**src/rtl/mm_bram_sequencer_if.sv**
```systemverilog
// Operand/result BRAM port plus FIOS core handshake of the MM BRAM sequencer.
// slave is the sequencer itself; master is the BRAM/core/controller side.
interface mm_bram_sequencer_if #(
  parameter int WIDTH = 256
);
  localparam int S  = (WIDTH + 1) / 17 + 1;
  localparam int LW = 17 * S;

  logic          start_i;
  logic          done_o;
  logic          busy_o;
  logic [31:0]   bram_addr_o;
  logic          bram_en_o;
  logic [3:0]    bram_we_o;
  logic [31:0]   bram_din_o;
  logic [31:0]   bram_dout_i;
  logic [16:0]   p_prime_0_o;
  logic [LW-1:0] p_o;
  logic [LW-1:0] a_o;
  logic [LW-1:0] b_o;
  logic          fios_start_o;
  logic          fios_done_i;
  logic [LW-1:0] fios_res_i;
  logic [31:0]   cycle_count_o;

  modport slave (
    input  start_i, bram_dout_i, fios_done_i, fios_res_i,
    output done_o, busy_o, bram_addr_o, bram_en_o, bram_we_o, bram_din_o,
           p_prime_0_o, p_o, a_o, b_o, fios_start_o, cycle_count_o
  );

  modport master (
    output start_i, bram_dout_i, fios_done_i, fios_res_i,
    input  done_o, busy_o, bram_addr_o, bram_en_o, bram_we_o, bram_din_o,
           p_prime_0_o, p_o, a_o, b_o, fios_start_o, cycle_count_o
  );
endinterface

```
**src/rtl/mm_bram_sequencer.sv**
```systemverilog
// Fetches p'_0/p/a/b from BRAM into operand registers, runs the FIOS core once,
// writes the s-limb result back to BRAM words 0..s-1 and times the core.
//
//   state | meaning
//   IDLE  | after reset, waiting for start_i
//   LOAD  | issuing BRAM reads 0..3s and capturing the returned words
//   START | one-cycle core start pulse, busy counter cleared
//   WAIT  | counting core busy cycles until fios_done_i
//   STORE | writing result limb i to word i, one per cycle
//   DONE  | done_o high, operands and count held until next start_i
module mm_bram_sequencer #(
  parameter int WIDTH  = 256,
  parameter int RD_LAT = 2
) (
  input logic                clock_i,
  input logic                reset_i,
  mm_bram_sequencer_if.slave bus
);
  localparam int S  = (WIDTH + 1) / 17 + 1;
  localparam int LW = 17 * S;
  localparam int CW = $clog2(3 * S + RD_LAT + 1);
  localparam int SW = $clog2(S + 1);
  localparam logic [CW-1:0] LOAD_LAST  = CW'(3 * S + RD_LAT);
  localparam logic [CW-1:0] ISSUE_LAST = CW'(3 * S);
  localparam logic [SW-1:0] STORE_LAST = SW'(S - 1);

  typedef enum logic [2:0] {IDLE, LOAD, START, WAIT, STORE, DONE} state_t;

  state_t        state;
  logic [CW-1:0] load_cnt;
  logic [SW-1:0] st_idx;
  logic [LW-1:0] res_r, p_r, a_r, b_r;
  logic [16:0]   pp0_r;
  logic          done_r, busy_r, fs_r, en_r;
  logic [3:0]    we_r;
  logic [31:0]   addr_r, din_r, cnt_r;

  logic [CW-1:0] load_next;
  logic [SW-1:0] st_next;
  logic [16:0]   st_limb;
  logic [16:0]   rd_limb;
  logic [1:0]    cap_grp;
  int            cap_j;
  int            cap_l;
  logic          unused_dout_hi;

  assign rd_limb        = bus.bram_dout_i[16:0];
  assign unused_dout_hi = ^bus.bram_dout_i[31:17];

  // Word j returned by the BRAM belongs to p'_0 (j=0), else p/a/b limb (j-1) mod s.
  always_comb begin
    load_next = load_cnt + CW'(1);
    st_next   = st_idx + SW'(1);
    cap_j     = int'(load_cnt) - RD_LAT;
    cap_grp   = 2'd0;
    cap_l     = 0;
    if (cap_j >= 1 + 2 * S) begin
      cap_grp = 2'd3;
      cap_l   = cap_j - 1 - 2 * S;
    end else if (cap_j >= 1 + S) begin
      cap_grp = 2'd2;
      cap_l   = cap_j - 1 - S;
    end else if (cap_j >= 1) begin
      cap_grp = 2'd1;
      cap_l   = cap_j - 1;
    end
    st_limb = '0;
    for (int i = 0; i < S; i++) begin
      if (int'(st_next) == i) st_limb = res_r[17*i +: 17];
    end
  end

  always_ff @(posedge clock_i or posedge reset_i) begin
    if (reset_i) begin
      state    <= IDLE;
      load_cnt <= '0;
      st_idx   <= '0;
      res_r    <= '0;
      p_r      <= '0;
      a_r      <= '0;
      b_r      <= '0;
      pp0_r    <= '0;
      done_r   <= 1'b0;
      busy_r   <= 1'b0;
      fs_r     <= 1'b0;
      en_r     <= 1'b0;
      we_r     <= 4'h0;
      addr_r   <= '0;
      din_r    <= '0;
      cnt_r    <= '0;
    end else begin
      case (state)
        IDLE, DONE: begin
          if (bus.start_i) begin
            state    <= LOAD;
            done_r   <= 1'b0;
            busy_r   <= 1'b1;
            en_r     <= 1'b1;
            we_r     <= 4'h0;
            addr_r   <= '0;
            load_cnt <= '0;
          end
        end
        LOAD: begin
          if (cap_j >= 0) begin
            for (int i = 0; i < S; i++) begin
              if (cap_l == i) begin
                case (cap_grp)
                  2'd1:    p_r[17*i +: 17] <= rd_limb;
                  2'd2:    a_r[17*i +: 17] <= rd_limb;
                  2'd3:    b_r[17*i +: 17] <= rd_limb;
                  default: ;
                endcase
              end
            end
            if (cap_grp == 2'd0) pp0_r <= rd_limb;
          end
          load_cnt <= load_next;
          if (load_cnt < ISSUE_LAST) begin
            en_r   <= 1'b1;
            addr_r <= 32'(load_next) << 2;
          end else begin
            en_r   <= 1'b0;
            addr_r <= '0;
          end
          if (load_cnt == LOAD_LAST) begin
            state <= START;
            fs_r  <= 1'b1;
          end
        end
        START: begin
          fs_r  <= 1'b0;
          cnt_r <= '0;
          state <= WAIT;
        end
        WAIT: begin
          if (bus.fios_done_i) begin
            res_r  <= bus.fios_res_i;
            state  <= STORE;
            st_idx <= '0;
            en_r   <= 1'b1;
            we_r   <= 4'hf;
            addr_r <= '0;
            din_r  <= {15'b0, bus.fios_res_i[16:0]};
          end else begin
            cnt_r <= cnt_r + 32'd1;
          end
        end
        STORE: begin
          if (st_idx == STORE_LAST) begin
            state  <= DONE;
            en_r   <= 1'b0;
            we_r   <= 4'h0;
            addr_r <= '0;
            din_r  <= '0;
            done_r <= 1'b1;
            busy_r <= 1'b0;
          end else begin
            st_idx <= st_next;
            addr_r <= 32'(st_next) << 2;
            din_r  <= {15'b0, st_limb};
          end
        end
        default: state <= IDLE;
      endcase
    end
  end

  assign bus.done_o        = done_r;
  assign bus.busy_o        = busy_r;
  assign bus.bram_addr_o   = addr_r;
  assign bus.bram_en_o     = en_r;
  assign bus.bram_we_o     = we_r;
  assign bus.bram_din_o    = din_r;
  assign bus.p_prime_0_o   = pp0_r;
  assign bus.p_o           = p_r;
  assign bus.a_o           = a_r;
  assign bus.b_o           = b_r;
  assign bus.fios_start_o  = fs_r;
  assign bus.cycle_count_o = cnt_r;
endmodule

```
**src/flat_wrapper.sv**
```systemverilog
// flat-port wrapper written by rule: the top's interface ports become plain ports
module mm_bram_sequencer_flat 
#(
  parameter int WIDTH  = 256,
  parameter int RD_LAT = 2
)
  (clock_i, reset_i, bus_start_i, bus_bram_dout_i, bus_fios_done_i, bus_fios_res_i, bus_done_o, bus_busy_o, bus_bram_addr_o, bus_bram_en_o, bus_bram_we_o, bus_bram_din_o, bus_p_prime_0_o, bus_p_o, bus_a_o, bus_b_o, bus_fios_start_o, bus_cycle_count_o);
  mm_bram_sequencer_if #(.WIDTH(WIDTH)) bus_i ();
  input logic clock_i;
  input logic reset_i;
  input wire logic [$bits(bus_i.start_i)-1:0] bus_start_i;
  input wire logic [$bits(bus_i.bram_dout_i)-1:0] bus_bram_dout_i;
  input wire logic [$bits(bus_i.fios_done_i)-1:0] bus_fios_done_i;
  input wire logic [$bits(bus_i.fios_res_i)-1:0] bus_fios_res_i;
  output wire logic [$bits(bus_i.done_o)-1:0] bus_done_o;
  output wire logic [$bits(bus_i.busy_o)-1:0] bus_busy_o;
  output wire logic [$bits(bus_i.bram_addr_o)-1:0] bus_bram_addr_o;
  output wire logic [$bits(bus_i.bram_en_o)-1:0] bus_bram_en_o;
  output wire logic [$bits(bus_i.bram_we_o)-1:0] bus_bram_we_o;
  output wire logic [$bits(bus_i.bram_din_o)-1:0] bus_bram_din_o;
  output wire logic [$bits(bus_i.p_prime_0_o)-1:0] bus_p_prime_0_o;
  output wire logic [$bits(bus_i.p_o)-1:0] bus_p_o;
  output wire logic [$bits(bus_i.a_o)-1:0] bus_a_o;
  output wire logic [$bits(bus_i.b_o)-1:0] bus_b_o;
  output wire logic [$bits(bus_i.fios_start_o)-1:0] bus_fios_start_o;
  output wire logic [$bits(bus_i.cycle_count_o)-1:0] bus_cycle_count_o;
  assign bus_i.start_i = bus_start_i;
  assign bus_i.bram_dout_i = bus_bram_dout_i;
  assign bus_i.fios_done_i = bus_fios_done_i;
  assign bus_i.fios_res_i = bus_fios_res_i;
  assign bus_done_o = bus_i.done_o;
  assign bus_busy_o = bus_i.busy_o;
  assign bus_bram_addr_o = bus_i.bram_addr_o;
  assign bus_bram_en_o = bus_i.bram_en_o;
  assign bus_bram_we_o = bus_i.bram_we_o;
  assign bus_bram_din_o = bus_i.bram_din_o;
  assign bus_p_prime_0_o = bus_i.p_prime_0_o;
  assign bus_p_o = bus_i.p_o;
  assign bus_a_o = bus_i.a_o;
  assign bus_b_o = bus_i.b_o;
  assign bus_fios_start_o = bus_i.fios_start_o;
  assign bus_cycle_count_o = bus_i.cycle_count_o;
  mm_bram_sequencer #(.WIDTH(WIDTH), .RD_LAT(RD_LAT)) u_core (.clock_i(clock_i), .reset_i(reset_i), .bus(bus_i));
endmodule
```
**config.mk**
```make
export PLATFORM = sky130hd
export DESIGN_NAME = mm_bram_sequencer_flat
export DESIGN_NICKNAME = d
export VERILOG_FILES = /design/src/rtl/mm_bram_sequencer_if.sv /design/src/rtl/mm_bram_sequencer.sv /design/src/flat_wrapper.sv
export SDC_FILE = /design/constraint.sdc
export NUM_CORES = 2
export LEC_CHECK = 0
export ABC_AREA = 1
export CAP_MARGIN = 0
export CORE_AREA = 8 8 480 482
export CTS_CLUSTER_SIZE = 24
export DETAILED_ROUTE_END_ITERATION = 8
export DIE_AREA = 0 0 488 490
export GPL_ROUTABILITY_DRIVEN = 1
export SLEW_MARGIN = 20
export SYNTH_ARGS = -nofsm -noshare
export SYNTH_HDL_FRONTEND = slang
export SYNTH_SLANG_ARGS = --single-unit
```
**constraint.sdc**
```tcl
create_clock -name clock_i -period 37.9 [get_ports clock_i]
set_input_delay 5.685 -clock clock_i [delete_from_list [all_inputs] [get_ports clock_i]]
set_output_delay 5.685 -clock clock_i [all_outputs]
set_load 0.03 [all_outputs]
```
Word-level counts from Yosys, hierarchy flattened
Cells that the tools add are included.

word-level totals
  bits in registers = 1223
  output and inout bits = 937
  word-level logic and storage cells = 248
  input port bits = 308

operators by class
  mux-type cells = 57
  reductions and logical operators = 72
  eq/ne operators = 46
  add/sub/neg operators = 7
  $lt $le $gt $ge = 5

operators by type and width
  cell                                                                                   number
  17-bit 2-to-1 mux                                                                      17
  32-bit by 5-bit equality test with 1-bit output (second input constant)                8
  32-bit 2-to-1 mux                                                                      7
  4-bit AND reduction                                                                    51
  32-bit by 4-bit equality test with 1-bit output (second input constant)                4
  32-bit one-hot mux with 2 select lines                                                 2
  32-bit one-hot mux with 4 select lines                                                 1
  32-bit by 3-bit equality test with 1-bit output (second input constant)                2
  5-bit equality test (second input constant)                                            8
  32-bit by 1-bit adder with 32-bit output (second input constant)                       1
  32-bit by 2-bit equality test with 1-bit output (second input constant)                1
  32-bit by 1-bit greater-or-equal comparator with 1-bit output (second input constant)  1
  32-bit by 2-bit greater-or-equal comparator with 1-bit output (second input constant)  1
  32-bit by 6-bit greater-or-equal comparator with 1-bit output (second input constant)  1
  32-bit by 7-bit greater-or-equal comparator with 1-bit output (second input constant)  1
  32-bit logical NOT                                                                     1
  32-bit by 2-bit subtractor with 32-bit output (second input constant)                  1
  32-bit by 6-bit subtractor with 32-bit output (second input constant)                  1
  32-bit by 7-bit subtractor with 32-bit output (second input constant)                  1
  5-bit by 4-bit equality test with 1-bit output (second input constant)                 5
  3-bit one-hot mux with 5 select lines                                                  1
  3-bit 2-to-1 mux                                                                       4
  4-bit 2-to-1 mux                                                                       3
  4-bit one-hot mux with 3 select lines                                                  1
  other kinds (33)                                                                       63

Depth between registers and ports, before layout
  depth in word-level cells = 20
  depth in mapped cells = 33
  depth with buffers taken out = 31

Worst setup path before layout
OpenSTA, ideal clock, no wires.

  kind = input to register
  from = input port bus_fios_done_i
  to = register u_core.cnt_r[31] (netlist: u_core.bus.cycle_count_o[31])
  path slack = 30.093 ns
  required time = 37.777 ns
  library setup time = 0.123 ns
  arrival time = 7.684 ns
  path buffers = 0
  stages on the path = 16
  cell sequence = nor2_2 -> nor2_2 -> nor3b_4 -> nand2_1 -> nor2_1 -> nand2_1 -> nor2_1 -> nand2_1 -> nor2_1 -> nand2_1 -> nor2_1 -> nand4_1 -> nor2_1 -> nand2_1 -> o21ai_0 -> a21oi_1

on the way
  word-level cells in the longest chain between the ends = 2

RTL lines
  item                             RTL line                  text
  start, declared                  flat_wrapper.sv:13        input wire logic [$bits(bus_i.fios_done_i)-1:0] bus_fios_done_i;
  2-bit inequality test (no line)  -
  2-bit AND reduction (no line)    -
  end signal, assigned             mm_bram_sequencer.sv:146  cnt_r <= cnt_r + 32'd1;
  end, declared                    mm_bram_sequencer.sv:36   logic [31:0] addr_r, din_r, cnt_r;

No other way between the ends.
A chain may end at the register's enable or synchronous reset.

Worst setup path in the final report
  from = input port bus_fios_done_i
  to = register u_core.res_r[221]

on the way
  word-level cells in the longest chain between the ends = 1

RTL lines
  item                           RTL line                  text
  2-bit AND reduction (no line)  -
  end signal, assigned           mm_bram_sequencer.sv:138  res_r <= bus.fios_res_i;
  end, declared                  mm_bram_sequencer.sv:32   logic [LW-1:0] res_r, p_r, a_r, b_r;

No other way between the ends.

==> results.yml <==
status:
  status: "finished, final reports clean"
floorplanning:
  rows: 174
  die_area_um2: 239100
  ios: 1245
  start_util: 0.2385
  die_w_um: 488
  core_region_area_um2: 223200
  fp.dieH_um: 490
routing:
  wl_met3_um: 22040
  first_iter_violations: 4010
  met2WireLength_um: 107600
  top_layer_used: "met5"
  ant_nets: 0
  wl_per_cell_um: 22.34
  drcViolationCount: 0
  firstDrtPassIters: 8
  m1WireLength_um: 97910
  vias: 48580
  vias_per_cell: 4.551
  postRouteWirelength_um: 238500
worst_setup_path:
  critPathArrivalTime_ns: 9.91
  required_ns: 38.58
  start_kind: "input port"
  critical_path_peak_fanout: 248
  critPathKind: "in2reg"
  critPathCaptureType: "flip-flop"
cells_and_area:
  syn2layout_area_growth_pct: 35.75
  drive_gt1_frac: 0.05858
  layout.cells.non_filler: 10680
  nets: 7899
  layout.cells.most_common: "nand2_1"
  mostFrequentLayoutCells: "nand2_1 (1704), dfrtp_1 (1179), clkdlybuf4s50_1 (1171)"
cts:
  cts.sinks: 1179
  root_buffer: "clkbuf_16"
  cts_tree: "built"
  clk_latency_ns: 0.82
  cts_made_buffers: 139
  cts_buffer_depth: 3
  cts_hold_buf: 0
  cts_resized: 0
  clk_pin_slew_ns: 0.06
  cts_max_level: 4
  postCtsSetupBuffers: 0
run:
  drv_cap: 0
placed_design:
  gp_congestion: 0.9323
  dp_hpwl_um: 168000
  port_buffers: 1188
  dp_cells: 10420
timing:
  finalHoldViolCount: 0
  rsz0062_at_grt: "no"
  finalSetupViolCount: 0
  fin_skew_ns: 0.03882
  fmax_mhz: 108.3
  finalCritPeriodShare: 0.2436
  min_period_ns: 9.233
  hold_ws_ns: 0.4655
  tightest_slew_ns: 1.212
  slew_headroom: 0.1920
  slew_viol_final: 0
  finalSetupTns_ns: 0
global_routing:
  grt_pass1_vias: 48020
  antenna_found_initial: 33
  grt.total_usage: 0.1916
  grt_max_degree: 249
  grt_pass1_wl_um: 342700
  overflow: 0
yosys:
  async_flop_share: 1.000
  synth-simple-area-share: 0.2359
  seq_area_frac_synth: 0.5543
  synthAdderAreaFrac: 0.005876
  synthCells: 6580
  synth_compound_area_frac: 0.09879
  postSynthAreaPerCell_um2: 8.090
  synth_seq_cells: 1179
  synth_cell_type_count: 50
  synth_edf_count: 0
  ys.flop_type: "dfrtp_1"
  synth_top_family_by_area: "simple AND/OR/NAND/NOR gates"
  synthXorXnorAreaFrac: 0.001786
  syn_area_um2: 53230
  ys_warn_count: 0
  synthMuxAreaShare: 0.0002116
power:
  total_power_mw: 5.310
  peakVddDrop_v: 0.00004628
  leakage_nw: 33.10
  power_density_nw_per_um2: 73.49
hold_path:
  worstHoldPathType: "reg2reg"
[flip-flops by register name, summed over array words and instances, names as in the netlist, 5 cells and up]
signal / cells
u_core.bus.a_o: 272
u_core.bus.b_o: 272
u_core.bus.p_o: 272
u_core.res_r: 272
u_core.bus.cycle_count_o: 32
u_core.bus.bram_din_o: 17
u_core.bus.p_prime_0_o: 17
u_core.bus.bram_addr_o: 6
u_core.load_cnt: 6
u_core.st_idx: 5
[power by group]
part	internal (mW)	leakage, nW	switching, mW	total, mW
logic	0.689	18.0	1.58	2.27
clock network	0.770	2.23	0.576	1.35
registers	1.53	12.9	0.161	1.69
total	2.99	33.1	2.32	5.31
[cells by family after synthesis]
group / Yosys count
compound gates: 990
xor+xnor: 10
fa+ha+maj: 25
buf+inv: 1360
flops: 1179
mux: 1
other cells: 1
simple gates: 3014
[cell usage after synthesis, types with 42 or more instances]
master,n,area share
nor2_1,683,0.048
buf_1,56,0.0039
nand2_1,1706,0.12
buf_2,78,0.0073
a21oi_2,42,0.0069
inv_1,867,0.061
o21ai_0,644,0.061
a21oi_1,242,0.023
clkbuf_1,271,0.019
dfrtp_1,1179,0.55
buf_4,59,0.0083
nand3_1,489,0.046
[per-layer routing]
| layer | up-vias | track usage |
|---|---|---|
| li1 | 22320 | - |
| met1 | 23750 | 0.2434 |
| met2 | 2019 | 0.3011 |
| met3 | 468 | 0.06016 |
| met4 | 28 | 0.08007 |
| met5 | - | 0 |
[path summary, 6_finish.rpt]
| kind | from | end | slack, ns | cells past startpoint |
|---|---|---|---|---|
| setup / recovery | bus_fios_done_i | u_core.res_r[221] | 28.67 | 13 |
| hold / removal | u_core.res_r[49] | u_core.res_r[49] | 0.47 | 2 |
| setup reg to reg | u_core.load_cnt[1] | u_core.bus.b_o[123] | 31.20 | 30 |
| hold reg to reg | u_core.res_r[49] | u_core.res_r[49] | 0.47 | 2 |
| max in group asynchronous | reset_i | u_core.bus.p_o[134] | 28.70 | 6 |
| min in group asynchronous | reset_i | u_core.bus.b_o[6] | 5.41 | 2 |
[per-stage QoR]
step	setup slack (ns)	util	cell area (um2)
finish	28.67	0.3238	72260
global placement	27.86	0.3029	67590
CTS	28.67	0.3235	72190
global route	28.17	0.3237	72230
detailed placement	27.79	0.3031	67640
floorplan	15.93	-	53380
[critical path: stages]
cell	delay (ns)
clkdlybuf4s50_1	0.56
nor2_2	0.13
inv_1	0.16
o41ai_1	0.12
a21oi_1	0.14
inv_1	0.13
nor2_1	0.17
nand2_1	0.16
nor2_4	0.59
buf_4	0.68
buf_12	0.63
nand2_1	0.14
o21ai_0	0.13
[final cells by class]
class                      instances  area, um2
tap                             2992       3744
fill                           23240     150900
antenna                           19      47.55
inverter                         889       3351
clock buffer                     194       3956
sequential                      1179      29500
clock inverter                    46      584.3
multi-input combinational       4081      18490
timing repair buffer            1276      12580
Note: power is estimated with default switching activity, not from simulation.
